## src/rtl/angle_pkg.sv

```systemverilog
// Shared types and defaults for the key-driven rotation offset block.
package angle_pkg;
  localparam int          W_DEF         = 16;
  localparam int unsigned ANGLE_MOD_DEF = 1440;

  typedef enum logic [1:0] {
    IDLE,
    DEB,
    HOLD,
    REPEAT
  } key_state_e;
endpackage

```

## src/rtl/key_repeat.sv

```systemverilog
// Per-key debounce / hold / auto-repeat FSM; emits a one-cycle registered step_p.
module key_repeat
  import angle_pkg::*;
#(
  parameter int unsigned DEB_CYC    = 50000,
  parameter int unsigned HOLD_CYC   = 25000000,
  parameter int unsigned REPEAT_CYC = 2500000
) (
  input  logic clk,
  input  logic rst,
  input  logic key,
  output logic step_p
);

  key_state_e  state;
  logic [31:0] cnt;
  logic [31:0] term;

  always_comb begin
    term = REPEAT_CYC - 32'd1;
    case (state)
      DEB:     term = DEB_CYC - 32'd1;
      HOLD:    term = HOLD_CYC - 32'd1;
      default: term = REPEAT_CYC - 32'd1;
    endcase
  end

  // Release is taken immediately; any re-press has to pass DEB again.
  always_ff @(posedge clk) begin
    if (rst) begin
      state  <= IDLE;
      cnt    <= '0;
      step_p <= 1'b0;
    end else begin
      step_p <= 1'b0;
      if (state == IDLE) begin
        if (key) begin
          state <= DEB;
          cnt   <= '0;
        end
      end else if (!key) begin
        state <= IDLE;
        cnt   <= '0;
      end else if (cnt == term) begin
        step_p <= 1'b1;
        cnt    <= '0;
        if (state == DEB) state <= HOLD;
        else              state <= REPEAT;
      end else begin
        cnt <= cnt + 32'd1;
      end
    end
  end

endmodule

```

## src/rtl/key_angle_ctrl.sv

```systemverilog
// Key-driven modular rotation offset plus 2-stage angle_adj = (angle_in + offset) mod ANGLE_MOD.
module key_angle_ctrl
  import angle_pkg::*;
#(
  parameter int          W           = W_DEF,
  parameter int unsigned ANGLE_MOD   = ANGLE_MOD_DEF,
  parameter int unsigned STEP_FINE   = 1,
  parameter int unsigned STEP_COARSE = 20,
  parameter int unsigned DEB_CYC     = 50000,
  parameter int unsigned HOLD_CYC    = 25000000,
  parameter int unsigned REPEAT_CYC  = 2500000
) (
  input  logic         clk,
  input  logic         rst,
  input  logic         inc,
  input  logic         dec,
  input  logic         coarse,
  input  logic         zero,
  input  logic [W-1:0] angle_in,
  input  logic         angle_in_vld,
  output logic [W-1:0] offset,
  output logic [W-1:0] angle_adj,
  output logic         angle_vld,
  output logic         angle_err
);

  localparam int         NUM_KEYS = 2;
  localparam int         STAGES   = 2;
  localparam logic [W:0] MOD      = (W+1)'(ANGLE_MOD);
  localparam logic [W:0] STEP_F   = (W+1)'(STEP_FINE);
  localparam logic [W:0] STEP_C   = (W+1)'(STEP_COARSE);

  // Bit 0 = inc, bit 1 = dec.
  logic [NUM_KEYS-1:0] key_lvl;
  logic [NUM_KEYS-1:0] step_p;

  assign key_lvl = {dec, inc};

  for (genvar k = 0; k < NUM_KEYS; k++) begin : g_key
    key_repeat #(
      .DEB_CYC    (DEB_CYC),
      .HOLD_CYC   (HOLD_CYC),
      .REPEAT_CYC (REPEAT_CYC)
    ) u_key (
      .clk    (clk),
      .rst    (rst),
      .key    (key_lvl[k]),
      .step_p (step_p[k])
    );
  end

  logic [W:0] step, off_ext, inc_s, dec_s, off_nxt;

  // zero clears on any cycle it is seen and beats a coincident step.
  always_comb begin
    step    = coarse ? STEP_C : STEP_F;
    off_ext = {1'b0, offset};
    inc_s   = off_ext + step;
    if (inc_s >= MOD) inc_s = inc_s - MOD;
    dec_s   = (off_ext < step) ? off_ext + MOD - step : off_ext - step;
    off_nxt = off_ext;
    if (zero)                        off_nxt = '0;
    else if (step_p == 2'b01)        off_nxt = inc_s;
    else if (step_p == 2'b10)        off_nxt = dec_s;
  end

  always_ff @(posedge clk) begin
    if (rst) offset <= '0;
    else     offset <= off_nxt[W-1:0];
  end

  logic [W:0]        sum, adj_w;
  logic              err1;
  logic [STAGES:1]   vld_pipe;

  // Single conditional subtract is exact only while angle_in < ANGLE_MOD.
  assign adj_w = (sum >= MOD) ? sum - MOD : sum;

  always_ff @(posedge clk) begin
    if (rst) begin
      sum       <= '0;
      err1      <= 1'b0;
      angle_adj <= '0;
      angle_err <= 1'b0;
      vld_pipe  <= '0;
    end else begin
      sum       <= {1'b0, angle_in} + off_ext;
      err1      <= ({1'b0, angle_in} >= MOD);
      angle_adj <= adj_w[W-1:0];
      angle_err <= err1;
      vld_pipe  <= {vld_pipe[STAGES-1:1], angle_in_vld};
    end
  end

  assign angle_vld = vld_pipe[STAGES];

endmodule

```

## config.mk

```make
export PLATFORM = sky130hd
export DESIGN_NAME = key_angle_ctrl
export DESIGN_NICKNAME = d
export VERILOG_FILES = /design/src/rtl/angle_pkg.sv /design/src/rtl/key_repeat.sv /design/src/rtl/key_angle_ctrl.sv
export SDC_FILE = /design/constraint.sdc
export NUM_CORES = 1
export LEC_CHECK = 0
export ABC_AREA = 0
export CORE_MARGIN = 1.5
export CORE_UTILIZATION = 28
export DETAILED_ROUTE_END_ITERATION = 8
export DONT_BUFFER_PORTS = 1
export GPL_TIMING_DRIVEN = 0
export PLACE_DENSITY = 0.41
export SLEW_MARGIN = 20
export SYNTH_ARGS = -nofsm -noshare
export SYNTH_HDL_FRONTEND = slang
export SYNTH_HIERARCHICAL = 1
export SYNTH_SLANG_ARGS = --single-unit
export TNS_END_PERCENT = 100
```

## constraint.sdc

```tcl
create_clock -name clk -period 4.72 [get_ports clk]
set_input_delay 0 -clock clk [delete_from_list [all_inputs] [get_ports clk]]
set_output_delay 0 -clock clk [all_outputs]
set_load 0.005 [all_outputs]
```

* After elaboration in Yosys (flattened, before gate mapping)
Cells that the tools add are included.
** Cells by class
- Bitwise logic cells :: 2
- Order comparisons :: 4
- Mux-type cells :: 28
- Equal/unequal tests :: 12
- Reduce and logical (&&, ||, !) cells :: 8
- Add/sub/neg operators :: 9
** Operator list (number)
- $mux 32 :: 8
- $pmux 25 s2 :: 2
- $mux 16 :: 5
- $add 32x1->32 const B :: 2
- $eq 32x25->1 :: 2
- $ge 17x11->1 const B :: 2
- $sub 16x11->16 const B :: 2
- $sub 16x5->16 :: 2
- $add 16x16->17 :: 1
- $add 16x5->17 :: 1
- $add 16x11->16 const B :: 1
- $ge 16x11->1 const B :: 1
- $lt 16x5->1 :: 1
- $mux 2 :: 8
- $eq 2x1->1 const B :: 3
- $eq 2x2->1 const B :: 3
- $ne 3x1->1 const B :: 2
- $reduce_or 3->1 :: 2
- $mux 5 :: 1
- $logic_not 2->1 :: 2
- $mux 1 :: 4
- $ne 2x2->1 const B :: 2
- $reduce_and 2->1 :: 2
- $not 1->1 :: 2
- other kinds (2) :: 2
** Storage, ports and cells
- Bits of input ports :: 23
- Output and inout bits :: 34
- Word-level logic and storage cells :: 75
- Bits in registers :: 123

* Depth between registers and ports, before layout
Gate-level depths: netlist (run 1).
- Word-level depth :: 6
- Mapped depth :: 13
- Gate-level depth less buffers :: 13

* By module
The synthesis (run 1) kept the hierarchy.
** By module, submodules not included
- key_angle_ctrl :: times used 1, area each 4714.5 µm², seq. area each 1061.0 µm², cells an instance 571
- key_repeat :: times used 2, area each 2053.2 µm², seq. area each 700.7 µm², cells an instance 255

* Worst setup path after synthesis (run 1)
OpenSTA, ideal clock, no wires.
- Kind :: flip-flop to flip-flop
- Start :: register offset[2]
- End :: register offset[13]
- Slack :: 1870 ps
- Buffers on the path :: 0
- Stages on the path, launching flop included :: 11
- Library setup time :: 118 ps
- Arrival time :: 2732 ps
- Cell sequence :: dfxtp_1 > ha_1 > and3b_1 > and3_1 > a2111oi_4 > ha_1 > nor3_1 > o21a_1 > a2111oi_2 > xor2_1 > a21oi_1
** Between the ends
- Cells in the longest elaborated chain, start to end :: 5
- Elaborated cells on any way between the ends :: 11
- Those cells by class :: add/sub: 5; order compare: 2; mux: 4
** RTL lines
- start, declared :: line key_angle_ctrl.sv:21 : output logic [W-1:0] offset,
- start signal, assigned :: line key_angle_ctrl.sv:69 : else offset <= off_nxt[W-1:0];
- $add 16x11->16 :: line key_angle_ctrl.sv:60 : dec_s = (off_ext < step) ? off_ext + MOD - step : off_ext - step;
- $sub 16x5->16 :: line key_angle_ctrl.sv:60
- $mux 16 :: line key_angle_ctrl.sv:60
- $mux 16 :: line key_angle_ctrl.sv:64 : else if (step_p == 2'b10) off_nxt = dec_s;
- $mux 16 * :: line key_angle_ctrl.sv:63 : else if (step_p == 2'b01) off_nxt = inc_s;
Every way passes the cells marked *; elsewhere a longest branch is shown, timed or not. The select of a mux whose other input is x is not followed.
A chain may end at the register's enable or synchronous reset.

* Worst setup path in the final report (run 1)
- Start :: register offset[4]
- End :: register offset[6]
The elaborated chain is that of the path after synthesis.

==> metrics.cfg, run 1 <==
[run_status]
outcome=complete, no violations

[cts]
clkLatencyLatePin_ps=430
longest_clk_path_bufs=2
resize_count_post_cts=0
cts_root_buf=sky130_fd_sc_hd__clkbuf_16
postCtsSetupBuffers=0
cts_hold_buffers=21
cts_made_buffers=17
clock_sinks=123
tritoncts=yes
cts_htree_levels=4
clk_pin_slew_worst_paths_ps=70

[final_layout]
syn_to_layout_area_delta_pct=15.3
final_core_util=0.330
fin_cells=1530
insertedDiodeCount=0
final_layout_size_suffix_gt1_frac=0.0758
layout_commonest_cell=sky130_fd_sc_hd__dfxtp_1
design.final.nets=1213
layout.cells.most_common_list=sky130_fd_sc_hd__dfxtp_1, sky130_fd_sc_hd__nor2_1, sky130_fd_sc_hd__nand2_1, sky130_fd_sc_hd__ha_1

[critical_path]
critPathCaptureType=register
worst_ep_required_time_ps=5010
worstSetupStartpointType=register
r2r_start=offset[4]
worstSetupStartpoint=offset[4]
worstPathArrival_ps=3650
startpoint_to_endpoint_class_of_the_critical_path=register to register
critical_path.max_fanout=8

[routing]
drt_drc_violations_left=0
drtPass1Iterations=5
iter_0_drt_violations=511
drtAntennaViolNets=0
route.detailed.wl_per_inst_um=17.3
routed-via-count=8009
routed_wl_mm=26.5
avgViaCountPerCell=5.23

[synth]
syn_inst=1081
synthesis.yosys.warnings=6
avg_synthesized_cell_area_um2=8.16
netlist.area_leader.share=0.279
synth.cell_area_um2=8820
synth_seq_cells=123
synth_top_flop_cell=sky130_fd_sc_hd__dfxtp_1
netlist-cell-type-count=93
area_contributors_post_synth=sky130_fd_sc_hd__dfxtp_1, sky130_fd_sc_hd__ha_1, sky130_fd_sc_hd__nor2_1
post-synth-top-area-cell=sky130_fd_sc_hd__dfxtp_1
async_reset_ff_frac=0
number_of_synthesized_flops_with_an_enable_pin=0
ys_seq_area_frac=0.279
synth_fp_nets=1173

[hold_path]
worstHoldPathType=input port to register
hold_start=rst

[floorplanning]
die_x_um=180
die-area_um2=32600
rows=64
dieHeight_um=180
area_inside_the_core_boundary_um2=30800
io_pins=57
starting_density_of_the_core=0.286

[sta]
worst_slew_pin_slew_ps=963
clock.fmax_mhz=298
finalHoldViolCount=0
rsz_0062_raised_after_global_routing=no
slew_headroom=0.341
final-setup-viol-count=0
timing.final.crit_period_ps=3360
final.setup.tns_ps=0
min_period_over_period=0.712
maxSlewViolCount=0
skew_ps=15.6

[power]
power.density_nw_per_um2=271
ir_worst_vdd_mv=0.229
p_leak_nw=3.78

[grt]
grt_first_pass_wirelength_mm=43.0
global_route.overflow_total=0
track_usage=0.167
first_global_vias=7622
grt_start_max_net_pins=17
antenna_found_initial=0

[job]
maxCapViolCount=0

[placed_design]
place.detailed.instances=1477
detailedPlacementHpwl_mm=19.7
gp_congestion=0.799
numPortBuffers=0

-- cell type report --
cell class | instances | area [um2]
fillers | 3236 | 20700
multi-input cells | 866 | 5940
flip-flops and latches | 123 | 2460
well taps | 396 | 495
clock buffers | 18 | 439
plain buffers | 39 | 215
repair buffers | 21 | 210
clock inverters | 14 | 205
inverters | 53 | 199
-- report_power, final --
group | internal, mW | leakage, nW | total, mW | switching [mW]
Clock | 0.911 | 0.309 | 1.47 | 0.554
Combinational | 0.0877 | 2.47 | 0.216 | 0.128
Sequential | 1.06 | 1.00 | 1.08 | 0.0158
-- registers in the layout, summed over array words and instances (netlist names) --
name	cells
g_key.u_key/state	4
angle_err	1
err1	1
g_key.u_key/cnt	64
offset	16
angle_adj	16
vld_pipe	2
g_key.u_key/step_p	2
sum	17
-- metal layers --
layer,routed length [um],up-vias,GRT usage
met5,0,-,0
met4,286,0,0.0437
met3,965,20,0.0299
met2,11600,126,0.256
met1,13600,3808,0.239
li1,-,4055,-
-- through the flow --
step | area, um2 | power, mW | worst slack [ps] | hold slack (ps)
final | 10200 | 2.76 | 1360 | 20.7
after global routing | 10200 | 2.87 | 1130 | 36.2
after CTS | 10200 | 2.80 | 1380 | 8.06
after detailed placement | 9320 | 1.30 | 1400 | 136
after global placement | 9320 | 1.30 | 1370 | 136
after floorplan | 8820 | 1.25 | 1870 | 128
-- kinds of logic after synthesis --
group,after synthesis,synth area share
xor gates and xnor gates,54,0.0545
muxes,15,0.0174
buffers and inverters,92,0.0470
and+or+nand+nor,483,0.304
AOI/OAI and AO/OA,245,0.197
adders and majority gates,69,0.101
DFF,123,0.279
-- critical path, stage by stage, from the launching register on --
cell and delay, ps:
sky130_fd_sc_hd__dfxtp_1 490, sky130_fd_sc_hd__ha_1 390, sky130_fd_sc_hd__and2b_1 360, sky130_fd_sc_hd__o221ai_2 190, sky130_fd_sc_hd__nor4_4 390, sky130_fd_sc_hd__nand4_1 230, sky130_fd_sc_hd__a221oi_4 600, sky130_fd_sc_hd__a21oi_1 140
sky130_fd_sc_hd__o31ai_1 300, sky130_fd_sc_hd__a31oi_1 120
-- cell usage after synthesis, types with 7 or more instances --
master                     count
sky130_fd_sc_hd__dfxtp_1     123
sky130_fd_sc_hd__nor2_1       97
sky130_fd_sc_hd__nand2_1      95
sky130_fd_sc_hd__ha_1         65
sky130_fd_sc_hd__a21oi_1      53
sky130_fd_sc_hd__inv_1        53
sky130_fd_sc_hd__nand3_1      52
sky130_fd_sc_hd__nor3_1       38
sky130_fd_sc_hd__o21ai_0      38
sky130_fd_sc_hd__xnor2_1      38
sky130_fd_sc_hd__a31oi_1      30
sky130_fd_sc_hd__clkbuf_1     28
sky130_fd_sc_hd__nand4_1      28
sky130_fd_sc_hd__nor2b_1      28
sky130_fd_sc_hd__nand2b_1     20
sky130_fd_sc_hd__xor2_1       15
sky130_fd_sc_hd__a21o_1       13
sky130_fd_sc_hd__a22o_1       13
sky130_fd_sc_hd__and3_1       12
sky130_fd_sc_hd__and4_1       12
sky130_fd_sc_hd__mux2i_1      12
sky130_fd_sc_hd__nor4_1       11
sky130_fd_sc_hd__or3_1        11
sky130_fd_sc_hd__a211oi_1      9
sky130_fd_sc_hd__and2_1        9
sky130_fd_sc_hd__o22ai_1       8
sky130_fd_sc_hd__or2_2         8
sky130_fd_sc_hd__buf_6         7
sky130_fd_sc_hd__nand3b_1      7
-- path summary, 6_finish.rpt --
path / to / slack (ps) / cells after the start
worst max-delay path: offset[6] / 1360 / 9
worst min-delay path: sum[0] / 20 / 2
worst max register to register: offset[6] / 1360 / 9
worst min register to register: vld_pipe[2] / 440 / 1
No activity file was read; power rests on OpenSTA's default activity.
==> run 2, diff against run 1 <==
Settings changed: PLACE_DENSITY 0.41 to 0.43.
Clock period 4.72 ns to 3 ns, I/O delays scaled along.
==> run 2 against run 1 <==
  * Routed wire length shrank 0.94%
  * Worst setup slack lost 1300 ps
  * Sequential share of layout area shrank 0.57 points
  * Final cell count grew 0.98%
  * Core utilization grew 1.1 points
  * Critical endpoint is now offset[13]
  * Largest cell class unchanged
==> metrics.cfg, run 2 (synthesis results as in run 1) <==
[power]
ir_worst_vdd_mv=0.373  ; +63%
p_leak_nw=3.89  ; +3.0%
fin_total_pwr_mw=4.19  ; +52%
power.density_nw_per_um2=398  ; +47%

[placed_design]
dpl_worst_slack_ps=-357  ; -1760 ps
instance_area_at_placement_um2=9320  ; unchanged
detailedPlacementHpwl_mm=19.1  ; -3.3%
gp_congestion=0.807  ; +0.91%
numPortBuffers=0  ; unchanged

[final_layout]
layout_commonest_cell=sky130_fd_sc_hd__dfxtp_1
design.final.nets=1228  ; +1.2%
largest_register_ffs=64  ; unchanged
reg_top3=g_key.u_key/cnt x64, sum x17
syn_to_layout_area_delta_pct=19.2
insertedDiodeCount=0  ; unchanged
layout.cells.most_common_list=sky130_fd_sc_hd__dfxtp_1, sky130_fd_sc_hd__nor2_1, sky130_fd_sc_hd__nand2_1, sky130_fd_sc_hd__ha_1
final_core_util=0.341  ; +0.0112
largest-register=g_key.u_key/cnt
layout.cell_area.non_filler_um2=10500  ; +3.4%
final_layout_size_suffix_gt1_frac=0.124  ; +0.0477

[cts]
clk_pin_slew_worst_paths_ps=70  ; about the same
cts_htree_levels=4  ; unchanged
tritoncts=yes
longest_clk_path_bufs=2  ; unchanged
cts_made_buffers=17  ; unchanged
clock_sinks=123  ; unchanged
cts_root_buf=sky130_fd_sc_hd__clkbuf_16
clkLatencyLatePin_ps=430  ; about the same

[grt]
first_global_vias=7661  ; +0.51%
grt_first_pass_wirelength_mm=42.4  ; -1.5%
grt_start_max_net_pins=17  ; unchanged
groute.layer.met3.usage=0.0321  ; +0.00222
track_usage=0.163  ; -0.00388
antenna_found_initial=0  ; unchanged
globalRouteMet1Util=0.226  ; -0.0128
grt.met2_usage=0.256  ; +0.000465
global_route.overflow_total=0  ; unchanged
grt_most_used_layer=met2

[routing]
drtPass1Iterations=7  ; +2
drt_drc_violations_left=0  ; unchanged
routed-via-count=8050  ; +0.51%
iter_0_drt_violations=431  ; -16%
route.detailed.wl_per_inst_um=17.0  ; -1.9%
routed_wl_mm=26.2  ; -0.94%
drtAntennaViolNets=0  ; unchanged
avgViaCountPerCell=5.21  ; -0.46%

[sta]
clock.fmax_mhz=345  ; +16%
skew_ps=18.1  ; +2.49 ps
slew_headroom=0.472  ; +0.131
fin_ws_ps=99.7  ; -1260 ps
final-setup-viol-count=0  ; unchanged
maxSlewViolCount=0  ; unchanged
finalHoldViolCount=0  ; unchanged
rsz_0062_raised_after_global_routing=yes
min_period_over_period=0.967  ; +0.255
final.setup.tns_ps=0  ; unchanged
timing.final.crit_period_ps=2900  ; -459 ps
worst_slew_pin_slew_ps=789  ; -174 ps

[critical_path]
timing.critical_path.slowest_stage_cell=sky130_fd_sc_hd__a2111oi_4
timing.reg2reg.setup_slack_ps=100  ; -1260 ps
worstSetupStartpointType=register
startpoint_to_endpoint_class_of_the_critical_path=register to register
cpPeakStageDelay_ps=490  ; -110 ps
critPathCaptureType=register
worst_ep_required_time_ps=3310  ; -1700 ps
worstRegToRegCells=10  ; +1
critical_path.most_common_cell=sky130_fd_sc_hd__a2111oi_4
critPathBufInv=0  ; unchanged
crit_family=compound AO/OA/AOI/OAI gates
worstPathArrival_ps=3210  ; -440 ps
r2r_start=offset[4]
critical_path.max_fanout=6  ; -2
timing.rr.end=offset[13]
worstPathCellList=ha_4 -> and2b_4 -> o21ai_1 -> a2111oi_4 -> ha_2 -> nor3_2 -> o21a_1 -> a2111oi_4 -> xor2_1 -> a21oi_1

[floorplanning]
rows=64  ; unchanged
dieHeight_um=180  ; unchanged
die-area_um2=32600  ; unchanged
starting_density_of_the_core=0.286  ; unchanged
io_pins=57  ; unchanged
die_x_um=180  ; unchanged
area_inside_the_core_boundary_um2=30800  ; unchanged

[run_status]
outcome=complete, no violations

[hold_path]
worstHoldEndpoint=sum[0]
hold_start=rst
hold_path_depth=2  ; unchanged
worstHoldPathType=input port to register

[job]
maxCapViolCount=0  ; unchanged

-- run 2: timing repair --
action / in CTS / in global routing
hold buffers: 21 / 0
resized for setup: 19 / 46
endpoints found under the setup margin: 15 / 16
pin swaps: 6 / 18
endpoints found under the hold margin: 37 / 0
setup buffers: 8 / 7
-- run 2: per-stage QoR --
step | instances | hold WS, ps
floorplan | 1081 | 128
global placement | 1477 | 135
detailed placement | 1477 | 138
CTS | 1538 | 17.1
global route | 1545 | 47.3
finish | 1545 | 35.1
-- run 2: worst max path at each step --
stage,endpoint,from,cells past startpoint
2_1_floorplan,offset[13],offset[2],10
3_3_place_gp,offset[6],offset[4],9
3_5_place_dp,offset[6],offset[4],9
4_1_cts,offset[6],offset[0],11
5_1_grt,offset[15],offset[0],13
6_report,offset[13],offset[4],10
-- run 2: cell type report --
class | count | area (um2)
Clock inverter | 15 | 174
Buffer | 39 | 218
Tap cell | 396 | 495
Sequential cell | 123 | 2490
Multi-Input combinational cell | 866 | 6180
Inverter | 53 | 203
Fill cell | 3239 | 20300
Clock buffer | 17 | 425
Timing Repair Buffer | 36 | 335
-- run 2: report_power, final --
| group | switching (mW) | internal (mW) |
|---|---|---|
| Combinational | 0.205 | 0.145 |
| Clock | 0.890 | 1.26 |
| Sequential | 0.0250 | 1.67 |
-- run 2: routing by layer --
layer | part of all wire | up-vias | wire [um]
li1 | - | 4093 | -
met4 | 0.011 | 0 | 279
met3 | 0.037 | 26 | 978
met1 | 0.51 | 3791 | 13300
met5 | 0 | - | 0
met2 | 0.45 | 140 | 11700
